$ cat src/rtl/multdiv_ctrl_pkg.sv
// Shared types and defaults for the multiply/divide sequencer.
package multdiv_pkg;

  typedef enum logic [1:0] {
    IDLE,
    LOAD,
    RUN,
    DONE
  } state_e;

  typedef enum logic {
    MODE_MUL = 1'b0,
    MODE_DIV = 1'b1
  } mode_e;

  localparam int STEPS_MUL_DEF = 16;
  localparam int STEPS_DIV_DEF = 32;

endpackage

$ cat src/rtl/multdiv_ctrl_if.sv
// Start/result handshake and datapath control bundle.
interface multdiv_ctrl_if #(
  parameter int CW = 5
);

  logic          ctrl_MULT;
  logic          ctrl_DIV;
  logic          divisor_zero;
  logic          mul_overflow;
  logic          load;
  logic          step;
  logic          mode_div;
  logic [CW-1:0] count;
  logic          busy;
  logic          data_resultRDY;
  logic          data_exception;

  modport master (
    output ctrl_MULT,
    output ctrl_DIV,
    output divisor_zero,
    output mul_overflow,
    input  load,
    input  step,
    input  mode_div,
    input  count,
    input  busy,
    input  data_resultRDY,
    input  data_exception
  );

  modport slave (
    input  ctrl_MULT,
    input  ctrl_DIV,
    input  divisor_zero,
    input  mul_overflow,
    output load,
    output step,
    output mode_div,
    output count,
    output busy,
    output data_resultRDY,
    output data_exception
  );

endinterface

$ cat src/rtl/multdiv_ctrl_tff_counter.sv
// Iteration counter: one toggle flop per bit, rippled carry,
// synchronous clear overriding enable.
module tff_counter #(
  parameter int CW = 5
) (
  input  logic          clock,
  input  logic          clr,
  input  logic          en,
  output logic [CW-1:0] q
);

  logic [CW-1:0] q_q;
  logic [CW-1:0] q_d;

  always_comb begin
    logic carry;
    carry = en;
    q_d   = '0;
    for (int i = 0; i < CW; i++) begin
      q_d[i] = clr ? 1'b0 : (q_q[i] ^ carry);
      carry  = carry & q_q[i];
    end
  end

  always_ff @(posedge clock) begin
    q_q <= q_d;
  end

  assign q = q_q;

endmodule

$ cat src/rtl/multdiv_ctrl.sv
// Multiply/divide sequencer: IDLE -> LOAD -> RUN -> DONE.
// MULTDIV_DIV0_FAST_EN: divide-by-zero skips RUN.
module multdiv_ctrl
  import multdiv_pkg::*;
#(
  parameter int STEPS_MUL = STEPS_MUL_DEF,
  parameter int STEPS_DIV = STEPS_DIV_DEF,
  parameter int CW        = $clog2(STEPS_DIV)
) (
  input  logic           clock,
  input  logic           reset,
  multdiv_ctrl_if.slave  bus
);

  state_e        state_q, state_d;
  mode_e         mode_q, mode_d;
  logic          exc_q, exc_d;
  logic [CW-1:0] cnt;
  logic          cnt_clr;
  logic          cnt_en;
  logic          start;
  logic          last;
  mode_e         start_mode;

  assign start = bus.ctrl_MULT | bus.ctrl_DIV;
  assign start_mode = bus.ctrl_MULT ? MODE_MUL
                                    : MODE_DIV;

  assign last = (mode_q == MODE_DIV)
              ? (cnt == CW'(STEPS_DIV - 1))
              : (cnt == CW'(STEPS_MUL - 1));

  always_comb begin
    state_d = state_q;
    mode_d  = mode_q;
    exc_d   = exc_q;
    cnt_en  = 1'b0;
    cnt_clr = 1'b1;
    // A start in any state (re)launches; aborted ops never report.
    if (start) begin
      state_d = LOAD;
      mode_d  = start_mode;
      exc_d   = 1'b0;
    end else begin
      unique case (state_q)
        IDLE: state_d = IDLE;
        LOAD: begin
          state_d = RUN;
          if (mode_q == MODE_DIV) begin
            exc_d = bus.divisor_zero;
          end
`ifdef MULTDIV_DIV0_FAST_EN
          if (mode_q == MODE_DIV && bus.divisor_zero) begin
            state_d = DONE;
          end
`endif
        end
        RUN: begin
          cnt_en  = 1'b1;
          cnt_clr = last;
          if (last) begin
            state_d = DONE;
            if (mode_q == MODE_MUL) begin
              exc_d = exc_q | bus.mul_overflow;
            end
          end
        end
        DONE: state_d = IDLE;
      endcase
    end
  end

  always_ff @(posedge clock) begin
    if (reset) begin
      state_q <= IDLE;
      mode_q  <= MODE_MUL;
      exc_q   <= 1'b0;
    end else begin
      state_q <= state_d;
      mode_q  <= mode_d;
      exc_q   <= exc_d;
    end
  end

  tff_counter #(
    .CW (CW)
  ) u_cnt (
    .clock (clock),
    .clr   (cnt_clr | reset),
    .en    (cnt_en),
    .q     (cnt)
  );

  assign bus.load           = (state_q == LOAD);
  assign bus.step           = (state_q == RUN);
  assign bus.busy           = bus.load | bus.step;
  assign bus.data_resultRDY = (state_q == DONE);
  assign bus.data_exception = (state_q == DONE) & exc_q;
  assign bus.mode_div       = (state_q != IDLE)
                            & (mode_q == MODE_DIV);
  assign bus.count          = cnt;

endmodule

$ cat src/flat_wrapper.sv
// flat-port wrapper written by rule: the top's interface ports become plain ports
module multdiv_ctrl_flat import multdiv_pkg::*;
#(
  parameter int STEPS_MUL = STEPS_MUL_DEF,
  parameter int STEPS_DIV = STEPS_DIV_DEF,
  parameter int CW        = $clog2(STEPS_DIV)
)
  (clock, reset, bus_ctrl_MULT, bus_ctrl_DIV, bus_divisor_zero, bus_mul_overflow, bus_load, bus_step, bus_mode_div, bus_count, bus_busy, bus_data_resultRDY, bus_data_exception);
  multdiv_ctrl_if #(.CW(CW)) bus_i ();
  input  logic clock;
  input  logic reset;
  input wire logic [$bits(bus_i.ctrl_MULT)-1:0] bus_ctrl_MULT;
  input wire logic [$bits(bus_i.ctrl_DIV)-1:0] bus_ctrl_DIV;
  input wire logic [$bits(bus_i.divisor_zero)-1:0] bus_divisor_zero;
  input wire logic [$bits(bus_i.mul_overflow)-1:0] bus_mul_overflow;
  output wire logic [$bits(bus_i.load)-1:0] bus_load;
  output wire logic [$bits(bus_i.step)-1:0] bus_step;
  output wire logic [$bits(bus_i.mode_div)-1:0] bus_mode_div;
  output wire logic [$bits(bus_i.count)-1:0] bus_count;
  output wire logic [$bits(bus_i.busy)-1:0] bus_busy;
  output wire logic [$bits(bus_i.data_resultRDY)-1:0] bus_data_resultRDY;
  output wire logic [$bits(bus_i.data_exception)-1:0] bus_data_exception;
  assign bus_i.ctrl_MULT = bus_ctrl_MULT;
  assign bus_i.ctrl_DIV = bus_ctrl_DIV;
  assign bus_i.divisor_zero = bus_divisor_zero;
  assign bus_i.mul_overflow = bus_mul_overflow;
  assign bus_load = bus_i.load;
  assign bus_step = bus_i.step;
  assign bus_mode_div = bus_i.mode_div;
  assign bus_count = bus_i.count;
  assign bus_busy = bus_i.busy;
  assign bus_data_resultRDY = bus_i.data_resultRDY;
  assign bus_data_exception = bus_i.data_exception;
  multdiv_ctrl #(.STEPS_MUL(STEPS_MUL), .STEPS_DIV(STEPS_DIV), .CW(CW)) u_core (.clock(clock), .reset(reset), .bus(bus_i));
endmodule
$ cat config.mk
export PLATFORM = sky130hd
export DESIGN_NAME = multdiv_ctrl_flat
export DESIGN_NICKNAME = d
export VERILOG_FILES = /design/src/rtl/multdiv_ctrl_pkg.sv /design/src/rtl/multdiv_ctrl_if.sv /design/src/rtl/multdiv_ctrl_tff_counter.sv /design/src/rtl/multdiv_ctrl.sv /design/src/flat_wrapper.sv
export SDC_FILE = /design/constraint.sdc
export NUM_CORES = 1
export LEC_CHECK = 0
export ABC_AREA = 1
export CAP_MARGIN = 5
export CORE_MARGIN = 5
export CORE_UTILIZATION = 40
export DETAILED_ROUTE_END_ITERATION = 12
export PLACE_DENSITY = 0.72
export SYNTH_ARGS = -nofsm -noshare
export SYNTH_HDL_FRONTEND = slang
export SYNTH_SLANG_ARGS = --single-unit
$ cat constraint.sdc
create_clock -name clock -period 1.9 [get_ports clock]
set_clock_uncertainty 0.1 [all_clocks]
set_input_delay 0.38 -clock clock [delete_from_list [all_inputs] [get_ports clock]]
set_output_delay 0.38 -clock clock [all_outputs]
set_load 0.05 [all_outputs]
## After elaboration in Yosys (flattened, before gate mapping)

Cells that the tools add are included.

| word-level totals | value |
|---|---|
| flip-flop bits (word level) | 9 |
| input bits | 6 |
| output and inout port bits | 11 |
| word-level logic and storage cells | 48 |

| operators by class | value |
|---|---|
| equal/unequal tests | 9 |
| mux-type cells | 13 |
| bitwise gates (word level) | 15 |
| reduce and logical (&&, ||, !) cells | 6 |

Operator list:

| kind | number |
|---|---|
| two-way mux 1 bit | 10 |
| AND 1 bit | 6 |
| inequality test 2 bit, second input constant | 3 |
| one-hot mux 2 bit (3 select lines) | 1 |
| equality test 5 x 4 -> 1 bit, second input constant | 1 |
| equality test 5 bit, second input constant | 1 |
| bitwise XOR 1 bit | 5 |
| equality test 2 bit, second input constant | 2 |
| bitwise OR 1 bit | 4 |
| AND reduction 4 bit | 1 |
| nonzero test 2 bit | 2 |
| OR reduction 2 bit | 2 |
| inequality test 3 bit, second input constant | 1 |
| equality test 2 x 1 -> 1 bit, second input constant | 1 |
| zero test 2 bit | 1 |
| two-way mux 2 bit | 1 |
| one-hot mux 1 bit (2 select lines) | 1 |

## Logic depth before layout (Yosys ltp)

Gate-level depths: netlist of run 1.

| logic depth | value |
|---|---|
| depth in word-level cells | 8 |
| mapped depth | 10 |
| depth with buffers taken out | 10 |

## By module

Synthesis of run 1 repeated with hierarchy kept, for this count alone.

| second synthesis, totals | value |
|---|---|
| cells, all modules | 73 |
| area total of the unflattened synthesis | 521.8 µm² |

By module, submodules not included:

| module | times used | cells each | area each (µm²) | seq. area each (µm²) |
|---|---|---|---|---|
| multdiv_ctrl | 1 | 51 | 322.8 | 80.1 |
| tff_counter | 1 | 22 | 198.9 | 100.1 |

## Worst setup path before layout of run 1

No wires, ideal clock.

| path | value |
|---|---|
| path type | flip-flop to flip-flop |
| from | register u_core.state_q[0] |
| to | register u_core.u_cnt.q_q[4] (netlist: u_core.u_cnt.q[4]) |
| library setup time | 0.117 ns |
| arrival time | 2.007 ns |
| required time | 1.683 ns |
| setup slack | -0.324 ns |
| stages on the path, launching flop included | 11 |
| buffers on the path | 0 |
| period minus slack after synthesis | 2.224 ns |
| cell sequence | dfxtp_1 -> inv_1 -> ha_1 -> inv_1 -> nor2_1 -> ha_1 -> ha_1 -> ha_1 -> ha_1 -> xnor2_1 -> nor2_2 |

| between the ends | value |
|---|---|
| word-level cells in the longest chain between the ends | 8 |
| elaborated cells between the ends (all ways) | 11 |
| those cells by class | eq/ne: 1; mux: 4; bitwise: 6 |

RTL lines:

| item | line | source |
|---|---|---|
| start, declared | multdiv_ctrl.sv:15 | `state_e state_q, state_d;` |
| start signal, assigned | multdiv_ctrl.sv:79 | `state_q <= state_d;` |
| equality test 2 bit * | - |  |
| via bus_step | flat_wrapper.sv:17 | `output wire logic [$bits(bus_i.step)-1:0] bus_step;` |
| two-way mux 1 bit | multdiv_ctrl.sv:45 | `unique case (state_q)` |
| two-way mux 1 bit | multdiv_ctrl.sv:40 | `if (start) begin` |
| AND 1 bit (4 in series) | multdiv_ctrl_tff_counter.sv:21 | `carry = carry & q_q[i];` |
| bitwise XOR 1 bit | multdiv_ctrl_tff_counter.sv:20 | `q_d[i] = clr ? 1'b0 : (q_q[i] ^ carry);` |
| end signal, assigned | multdiv_ctrl_tff_counter.sv:26 | `q_q <= q_d;` |
| end, declared | multdiv_ctrl_tff_counter.sv:12 | `logic [CW-1:0] q_q;` |

The timed path passes the listed nets; every way through them passes the cells marked *.
A chain may end at the register's enable or synchronous reset.

## Final worst setup path of run 1

| path | value |
|---|---|
| from | register u_core.state_q[0] |
| to | register u_core.u_cnt.q_q[4] (netlist: u_core.u_cnt.q[4]) |

| between the ends | value |
|---|---|
| word-level cells in the longest chain between the ends | 8 |
| elaborated cells between the ends (all ways) | 11 |
| those cells by class | eq/ne: 1; mux: 4; bitwise: 6 |

RTL lines:

| item | line |
|---|---|
| equality test 2 bit * | multdiv_ctrl.sv:45 |
| two-way mux 1 bit | multdiv_ctrl.sv:45 |
| two-way mux 1 bit | multdiv_ctrl.sv:40 |
| AND 1 bit (4 in series) | multdiv_ctrl_tff_counter.sv:21 |
| bitwise XOR 1 bit | multdiv_ctrl_tff_counter.sv:20 |

Every way passes the cells marked *; elsewhere a longest branch is shown, timed or not.

==> results.cfg, run 1 <==
[outcome]
outcome = completed

[yosys]
synthesis.nets = 85
synth_top_area_cell = dfxtp_1
ys_ff_latch = 9
synthTopCellsByArea = dfxtp_1, ha_1, nor2_2
ys_seq_area_share_pct = 32.1
syn-cell-area_sq_um = 561
yosys_warnings = 0
syn_inst = 70
synth_top_area_share_pct = 32.1
ys_types = 18
syn_area_per_cell_sq_um = 8.01

[die]
pin_count = 17
die-area_sq_um = 2250
rows = 13
core_sq_um = 1320
fp.dieH_um = 47.4
start_util_pct = 42.5
die_width_um = 47.4

[cts]
clk_pin_slew_worst_paths_ns = 0.07
cts_root_buf = clkbuf_4
clk_latency_ns = 0.26
cts_buffer_depth = 2
numCtsBuffers = 3
cts-htree-levels = 1
cts_tree = built
cts_sinks = 9
post_cts_buffers = 0

[drt]
drt_first_pass_iters = 4
drtIter0Drc = 5
wl_um = 1050
wire_per_inst_um = 9.66
vias = 487
ant_nets = 0
drc = 0
via_per_inst = 4.47

[worst_setup_path]
r2r-end = u_core.u_cnt.q[4]
crit_buf_inv = 2
crit_arrival_ns = 1.83
crit_slowest_cell = dfxtp_2
start_kind = flop
crit_type = reg -> reg
r2r-start = u_core.state_q[0]
endpoint_kind = flop
crit_path_frequent_cell = ha_1
reg2reg_depth = 10
path_max_fanout = 4
crit_path_cell_trace = inv_2 -> ha_4 -> inv_4 -> nor2_1 -> ha_1 -> ha_1 -> ha_1 -> ha_1 -> xnor2_1 -> nor2_2
critical_path.max_stage_delay_ns = 0.33
crit_family = adder cells
crit_required_ns = 1.96
ff2ff_setup_slack_ns = 0.13

[grt]
grt_pass1_vias = 415
antenna_found_initial = 0
groute.usage.overall_pct = 11.5
grt_pass1_wl_um = 1720
grt.overflow.total = 0
grt_start_max_net_pins = 6

[finish]
layout_common_cells = nand2_1, buf_4, ha_1
syn_to_final_growth_pct = 53.1
fin_nets = 110
register_area_sq_um = 183
n_fill_cell = 112
finalCoreUtilization_pct = 65.1
multi_input_comb_area_sq_um = 348
drive_gt1_share_pct = 40.4
antenna_cells = 0

[pwr]
intPower_mw = 0.318
p_leak_nw = 0.401
swShare_pct = 27.7
seq_power_share_pct = 44.6
p_per_area_nw_per_um2 = 512
peakVddDrop_v = 0.000366
switching_power_mw = 0.122
pwr-share-comb_pct = 21.0
power_frac_clock_pct = 34.4

[timing]
relSlewSlack_pct = 82.5
clock.fmax_mhz = 565
grt_setup_unrepaired = no
setup_viol = 0
worst_pin_slew_ns = 0.261
fin_crit_sh_pct = 93.1
hold_viol = 0
setup_slack_ns = 0.131
drv_slew = 0
min_period_ns = 1.77

[place]
place.gp.congestion = 0.721
dpl.hpwl_um = 897
dpl_worst_slack_ns = -0.290
numPortBuffers = 16

[flow_run]
maxCapViolCount = 0

[min_path]
hold_class = in -> reg
whs_path_depth = 2
hold_path.startpoint = bus_ctrl_MULT
hold_end = u_core.mode_q
[routing by layer]
layer / routed length, um / up-vias / track usage, %
met1: 441 / 206 / 13.4
met3: 68 / 2 / 6.77
met2: 526 / 16 / 17.1
li1: - / 263 / -
met4: 17 / 0 / 4.97
met5: 0 / - / 0
[through the flow]
stage / power (mW) / area [sq um] / instances / TNS, ns / hold WS [ns]
2_1_floorplan: 0.248 / 574 / 70 / 0 / 0.342
3_3_place_gp: 0.293 / 831 / 105 / -0.571 / 0.395
3_5_place_dp: 0.294 / 831 / 105 / -0.621 / 0.421
4_1_cts: 0.446 / 855 / 109 / 0 / 0.345
5_1_grt: 0.470 / 858 / 109 / 0 / 0.371
6_report: 0.440 / 858 / 109 / 0 / 0.353
[logic make-up after synthesis]
logic type | synth area share [%]
and+or+nand+nor | 33.3
buffers and inverters | 8.04
adders and majority gates | 20.1
DFF | 32.1
AOI/OAI and AO/OA | 4.91
xor gates and xnor gates | 1.56
[registers in the layout (all words and copies together), names as in the netlist]
name	flops
u_core.u_cnt.q	5
u_core.mode_q	1
u_core.state_q	2
u_core.exc_q	1
[power by group through the flow]
stage	registers, mW	clock network (mW)	logic (mW)
after floorplan	0.200	0	0.0481
after global placement	0.200	0	0.0935
after detailed placement	0.200	0	0.0943
after CTS	0.196	0.157	0.0932
after global routing	0.196	0.175	0.0995
final	0.196	0.151	0.0925
[cells in the mapped netlist]
master,number
dfxtp_1,9
ha_1,9
inv_1,9
nand2_1,9
nor2_1,7
nor2_2,7
inv_2,3
nand2_2,3
nand3_1,3
a21oi_1,2
o21ai_1,2
nand2_4,1
nand4_1,1
nor2_8,1
nor3_1,1
o21a_1,1
or2_0,1
xnor2_1,1
[how the worst max path moves through the flow]
stage                      start                 to  slack [ns]  cells after the start
2_1_floorplan  u_core.state_q[0]  u_core.u_cnt.q[4]        0.03                     10
3_3_place_gp        bus_ctrl_DIV  u_core.u_cnt.q[4]       -0.27                     10
3_5_place_dp        bus_ctrl_DIV  u_core.u_cnt.q[4]       -0.29                     10
4_1_cts        u_core.state_q[1]       bus_mode_div        0.07                      4
5_1_grt        u_core.state_q[0]  u_core.u_cnt.q[4]        0.02                     10
6_report       u_core.state_q[0]  u_core.u_cnt.q[4]        0.13                     10
[cell type report]
class | instances | area share, %
clock buffers | 4 | 3.06
flip-flops and latches | 9 | 21.3
repair buffers | 20 | 27.4
inverters | 12 | 5.54
well taps | 15 | 2.19
multi-input cells | 49 | 40.5
[what timing repair did]
| action | 4_1_cts | 5_1_grt |
|---|---|---|
| hold buffers | 0 | 0 |
| hold endpoints to repair | 0 | 0 |
| cloned | 0 | 0 |
| setup endpoints to repair | 1 | 2 |
| pin swaps | 1 | 1 |
| resized for setup | 2 | 2 |
No activity file was read; power rests on OpenSTA's default activity.
==> run 2, diff against run 1 <==
CORE_UTILIZATION = 39   (was 40)
PLACE_DENSITY = 0.7   (was 0.72)
==> results.cfg, run 2 (synthesis results as in run 1) <==
[worst_setup_path]
crit_type = reg -> reg
path_max_fanout = 4
crit_buf_inv = 3
ff2ff_setup_slack_ns = 0.11
crit_slowest_cell = dfxtp_2
r2r-start = u_core.state_q[0]
crit_family = adder cells
endpoint_kind = flop
start_kind = flop
crit_required_ns = 2.00
crit_arrival_ns = 1.89
critical_path.max_stage_delay_ns = 0.34
crit_path_frequent_cell = ha_1
cp.depth = 10
reg2reg_depth = 10
r2r-end = u_core.u_cnt.q[3]
crit_path_cell_trace = inv_2 -> ha_4 -> inv_4 -> nor2_1 -> ha_1 -> ha_1 -> ha_1 -> ha_2 -> inv_1 -> nor2_2

[grt]
grt_start_max_net_pins = 6
groute.usage.overall_pct = 13.4
antenna_found_initial = 0
grt.overflow.total = 0
grt_pass1_vias = 491
grt_pass1_wl_um = 2000

[pwr]
pwr-share-comb_pct = 21.1
intPower_mw = 0.318
switching_power_mw = 0.122
p_leak_nw = 0.398
swShare_pct = 27.7
power_frac_clock_pct = 34.3
p_per_area_nw_per_um2 = 511
seq_power_share_pct = 44.6
power_mw = 0.440
peakVddDrop_v = 0.000351

[flow_run]
maxCapViolCount = 0

[outcome]
outcome = completed

[die]
start_util_pct = 42.0
core_sq_um = 1330
die-area_sq_um = 2300
fp.dieH_um = 47.9
rows = 13
die_width_um = 47.9
pin_count = 17

[timing]
min_period_ns = 1.79
setup_viol = 0
fin_crit_sh_pct = 94.1
setup_slack_ns = 0.112
drv_slew = 0
relSlewSlack_pct = 81.1
hold_viol = 0
worst_pin_slew_ns = 0.283
grt_setup_unrepaired = no
clock.fmax_mhz = 559

[place]
place_area_sq_um = 831
place.gp.congestion = 0.755
dpl_worst_slack_ns = -0.297
dpl.hpwl_um = 979
numPortBuffers = 16

[finish]
antenna_cells = 0
syn_to_final_growth_pct = 53.6
drive_gt1_share_pct = 41.5
largest_reg_flops = 5
fin_nets = 110
layout_common_cells = nand2_1, buf_4
final_area_sq_um = 861

[min_path]
hold_end = u_core.mode_q
hold_class = in -> reg
whs_path_depth = 2
hold_path.startpoint = bus_ctrl_MULT

[cts]
cts_sinks = 9
cts_tree = built
cts_buffer_depth = 2
numCtsBuffers = 3
cts-htree-levels = 1
clk_pin_slew_worst_paths_ns = 0.06
post_cts_buffers = 0
cts_root_buf = clkbuf_4
clk_latency_ns = 0.26

[drt]
vias = 502
wl_um = 1160
wire_per_inst_um = 10.7
via_per_inst = 4.61
drc = 0
ant_nets = 0
drt_first_pass_iters = 1
drtIter0Drc = 0
run 2: cell counts in the layout (fill, tap and decap cells not counted):
Identical to the previous run, type by type.
run 2: worst max path at each step:
| stage | end | start | slack (ns) |
|---|---|---|---|
| 2_1_floorplan | u_core.u_cnt.q[4] | u_core.state_q[0] | 0.03 |
| 3_3_place_gp | u_core.u_cnt.q[4] | bus_ctrl_DIV | -0.28 |
| 3_5_place_dp | u_core.u_cnt.q[4] | bus_ctrl_DIV | -0.30 |
| 4_1_cts | u_core.u_cnt.q[4] | u_core.state_q[1] | 0.04 |
| 5_1_grt | u_core.u_cnt.q[3] | u_core.state_q[0] | 0.01 |
| 6_report | u_core.u_cnt.q[3] | u_core.state_q[0] | 0.11 |
run 2: layout make-up:
type / count / area (sq um)
multi-input cells: 49 / 350
fillers: 115 / 473
clock buffers: 4 / 26.3
flip-flops and latches: 9 / 183
well taps: 15 / 18.8
repair buffers: 20 / 235
inverters: 12 / 47.5
run 2: routing by layer:
metal | wire length (um) | GRT usage, % | vias to the layer above | share of wire [%]
met2 | 556 | 19.3 | 13 | 48
met5 | 0 | 0 | - | 0
met4 | 34 | 11.8 | 0 | 2.9
met3 | 87 | 6.39 | 4 | 7.5
met1 | 483 | 14.4 | 222 | 42
li1 | - | - | 263 | -
run 2: stage by stage:
step | std cells | utilization [%] | hold slack [ns] | setup TNS [ns]
6_report | 109 | 64.5 | 0.345 | 0
5_1_grt | 109 | 64.5 | 0.387 | 0
4_1_cts | 109 | 64.1 | 0.346 | 0
3_5_place_dp | 105 | 62.3 | 0.421 | -0.613
3_3_place_gp | 105 | 62.3 | 0.411 | -0.553
2_1_floorplan | 70 | - | 0.342 | 0
run 2: worst register-to-register path, cell delays in order, from the launching register on:
cell	delay (ns)
dfxtp_2	0.34
inv_2	0.06
ha_4	0.17
inv_4	0.06
nor2_1	0.05
ha_1	0.17
ha_1	0.18
ha_1	0.18
ha_2	0.31
inv_1	0.04
nor2_2	0.08
run 2: repair_timing:
item                                    4_1_cts  5_1_grt
pin swaps                                     1        1
resized for setup                             2        3
endpoints found under the setup margin        1        2
hold endpoints to repair                      0        0
hold buffers                                  0        0
run 2: power groups by stage:
stage / sequential (mW) / combinational, mW / clock (mW)
detailed placement: 0.200 / 0.0947 / 0
global route: 0.197 / 0.0996 / 0.166
global placement: 0.200 / 0.0938 / 0
finish: 0.196 / 0.0928 / 0.151
CTS: 0.196 / 0.0934 / 0.159
floorplan: 0.200 / 0.0481 / 0
==> run 3, diff against run 2 <==
CELL_PAD_IN_SITES_DETAIL_PLACEMENT = 1   (was default)
CELL_PAD_IN_SITES_GLOBAL_PLACEMENT = 2   (was default)
CORE_UTILIZATION = 20   (was 39)
PLACE_DENSITY = 0.69   (was 0.7)
SYNTH_HIERARCHICAL = 1   (was default)
==> results.cfg, run 3 <==
[finish]
final_common_cell = nor2_1
antenna_cells = 0
layout_common_cells = nor2_1, inv_1, nand2_1
fin_nets = 110
largest_reg_flops = 5
n_fill_cell = 312
finalCoreUtilization_pct = 33.6
final_area_sq_um = 832
drive_gt1_share_pct = 30.5
syn_to_final_growth_pct = 59.5

[yosys]
async_reset_ff_share_pct = 0
syn_inst = 73
yosys_warnings = 6
synth.most_common_cell = nor2_1
synthFlopType = dfxtp_1
ys_ff_latch = 9
syn_area_per_cell_sq_um = 7.15
synth_top_area_cell = dfxtp_1
ys_seq_area_share_pct = 34.5
ys_types = 14
yosys-top-cells-count = nor2_1, inv_1, nand2_1
synthesis.nets = 87
synth_top_area_share_pct = 34.5
synthTopCellsByArea = dfxtp_1, ha_1, nor2_1
synth-edff-count = 0
syn-cell-area_sq_um = 522

[pwr]
peakVddDrop_v = 0.000215
p_leak_nw = 0.383
p_per_area_nw_per_um2 = 512

[place]
dpl.hpwl_um = 1060
numPortBuffers = 16
place.gp.congestion = 0.685
place_area_sq_um = 788
dpl_worst_slack_ns = -0.259

[cts]
clk_latency_ns = 0.26
cts_buffer_depth = 2
numCtsBuffers = 3
cts_root_buf = clkbuf_4
cts_sinks = 9
cts_tree = built
postCtsHoldBufs = 0
cts-htree-levels = 1
clk_pin_slew_worst_paths_ns = 0.06

[drt]
drt_first_pass_iters = 3
wire_per_inst_um = 9.97
drc = 0
drtIter0Drc = 2
vias = 504
wl_um = 1250
ant_nets = 0
via_per_inst = 4.03

[outcome]
outcome = completed

[grt]
grt_pass1_vias = 475
groute.usage.overall_pct = 7.53
grt.overflow.total = 0
antenna_found_initial = 0
grt_pass1_wl_um = 1950
grt_start_max_net_pins = 9

[min_path]
hold_class = in -> reg
hold_path.startpoint = bus_ctrl_MULT
whs_path_depth = 2
hold_end = u_core/mode_q

[worst_setup_path]
crit_type = reg -> reg
crit_arrival_ns = 1.87
reg2reg_depth = 10
ff2ff_setup_slack_ns = 0.13
startpoint = u_core/state_q[0]
path_max_fanout = 3
crit_required_ns = 2.00
endpoint_kind = flop
r2r-start = u_core/state_q[0]
start_kind = flop
r2r-end = u_core/u_cnt/q[3]

[die]
core_sq_um = 2480
die_width_um = 61.1
fp.dieH_um = 61.1
start_util_pct = 21.1
die-area_sq_um = 3730
rows = 18
pin_count = 17

[timing]
worst_pin_slew_ns = 0.230
hold_viol = 0
drv_slew = 0
min_period_ns = 1.77
clock.fmax_mhz = 564
grt_setup_unrepaired = no
fin_crit_sh_pct = 93.4
setup_slack_ns = 0.126
relSlewSlack_pct = 84.6
whs_ns = 0.230
setup_viol = 0

[flow_run]
maxCapViolCount = 0
-- run 3: what timing repair did --
| item | 4_1_cts | 5_1_grt |
|---|---|---|
| setup endpoints to repair | 0 | 2 |
| gates resized for setup | 0 | 4 |
| setup buffers | 0 | 1 |
-- run 3: power by group --
group	internal, mW	switching, mW	total, mW
combinational	0.0400	0.0425	0.0826
sequential	0.192	0.00397	0.196
clock	0.0809	0.0661	0.147
-- run 3: per-layer routing --
layer | vias to the layer above | part of all wire, % | GRT usage (%) | wire (um)
met5 | - | 0 | 0 | 0
met1 | 229 | 45 | 7.59 | 564
met3 | 2 | 6.0 | 2.73 | 75
met4 | 0 | 0.80 | 5.57 | 10
met2 | 10 | 48 | 12.7 | 596
li1 | 263 | - | - | -
-- run 3: worst max-delay path by stage --
| stage | cells after the start | endpoint |
|---|---|---|
| 2_1_floorplan | 11 | u_core/u_cnt/q[3] |
| 3_3_place_gp | 10 | u_core/u_cnt/q[3] |
| 3_5_place_dp | 10 | u_core/u_cnt/q[3] |
| 4_1_cts | 10 | u_core/u_cnt/q[3] |
| 5_1_grt | 4 | bus_mode_div |
| 6_report | 10 | u_core/u_cnt/q[3] |
-- run 3: through the flow --
stage | TNS, ns | std cells | power (mW)
after global routing | 0 | 125 | 0.452
after floorplan | 0 | 73 | 0.243
final | 0 | 125 | 0.426
after global placement | -0.549 | 120 | 0.282
after detailed placement | -0.596 | 120 | 0.283
after CTS | 0 | 124 | 0.438
-- run 3: area by class of cell --
class,count,area (sq um),area share [%]
multi-input combinational,48,295,35.5
timing repair buffer,19,235,28.3
sequential,9,181,21.8
inverter,15,56.3,6.77
tap,30,37.5,4.51
clock buffer,4,26.3,3.16
-- run 3: kinds of logic after synthesis --
| logic type | Yosys count | share of synthesized area (%) |
|---|---|---|
| simple gates | 34 | 28.3 |
| buf+inv | 16 | 12.2 |
| flops | 9 | 34.5 |
| fa+ha+maj | 8 | 19.2 |
| compound gates | 6 | 5.76 |
-- run 3: worst max-delay path, cell delays in order (launching register included) --
cell     delay, ns
dfxtp_2       0.35
inv_2         0.06
ha_4          0.16
inv_2         0.05
nor2_2        0.04
ha_1          0.19
ha_1          0.17
ha_1          0.18
ha_2          0.31
inv_1         0.03
nor2_1        0.07
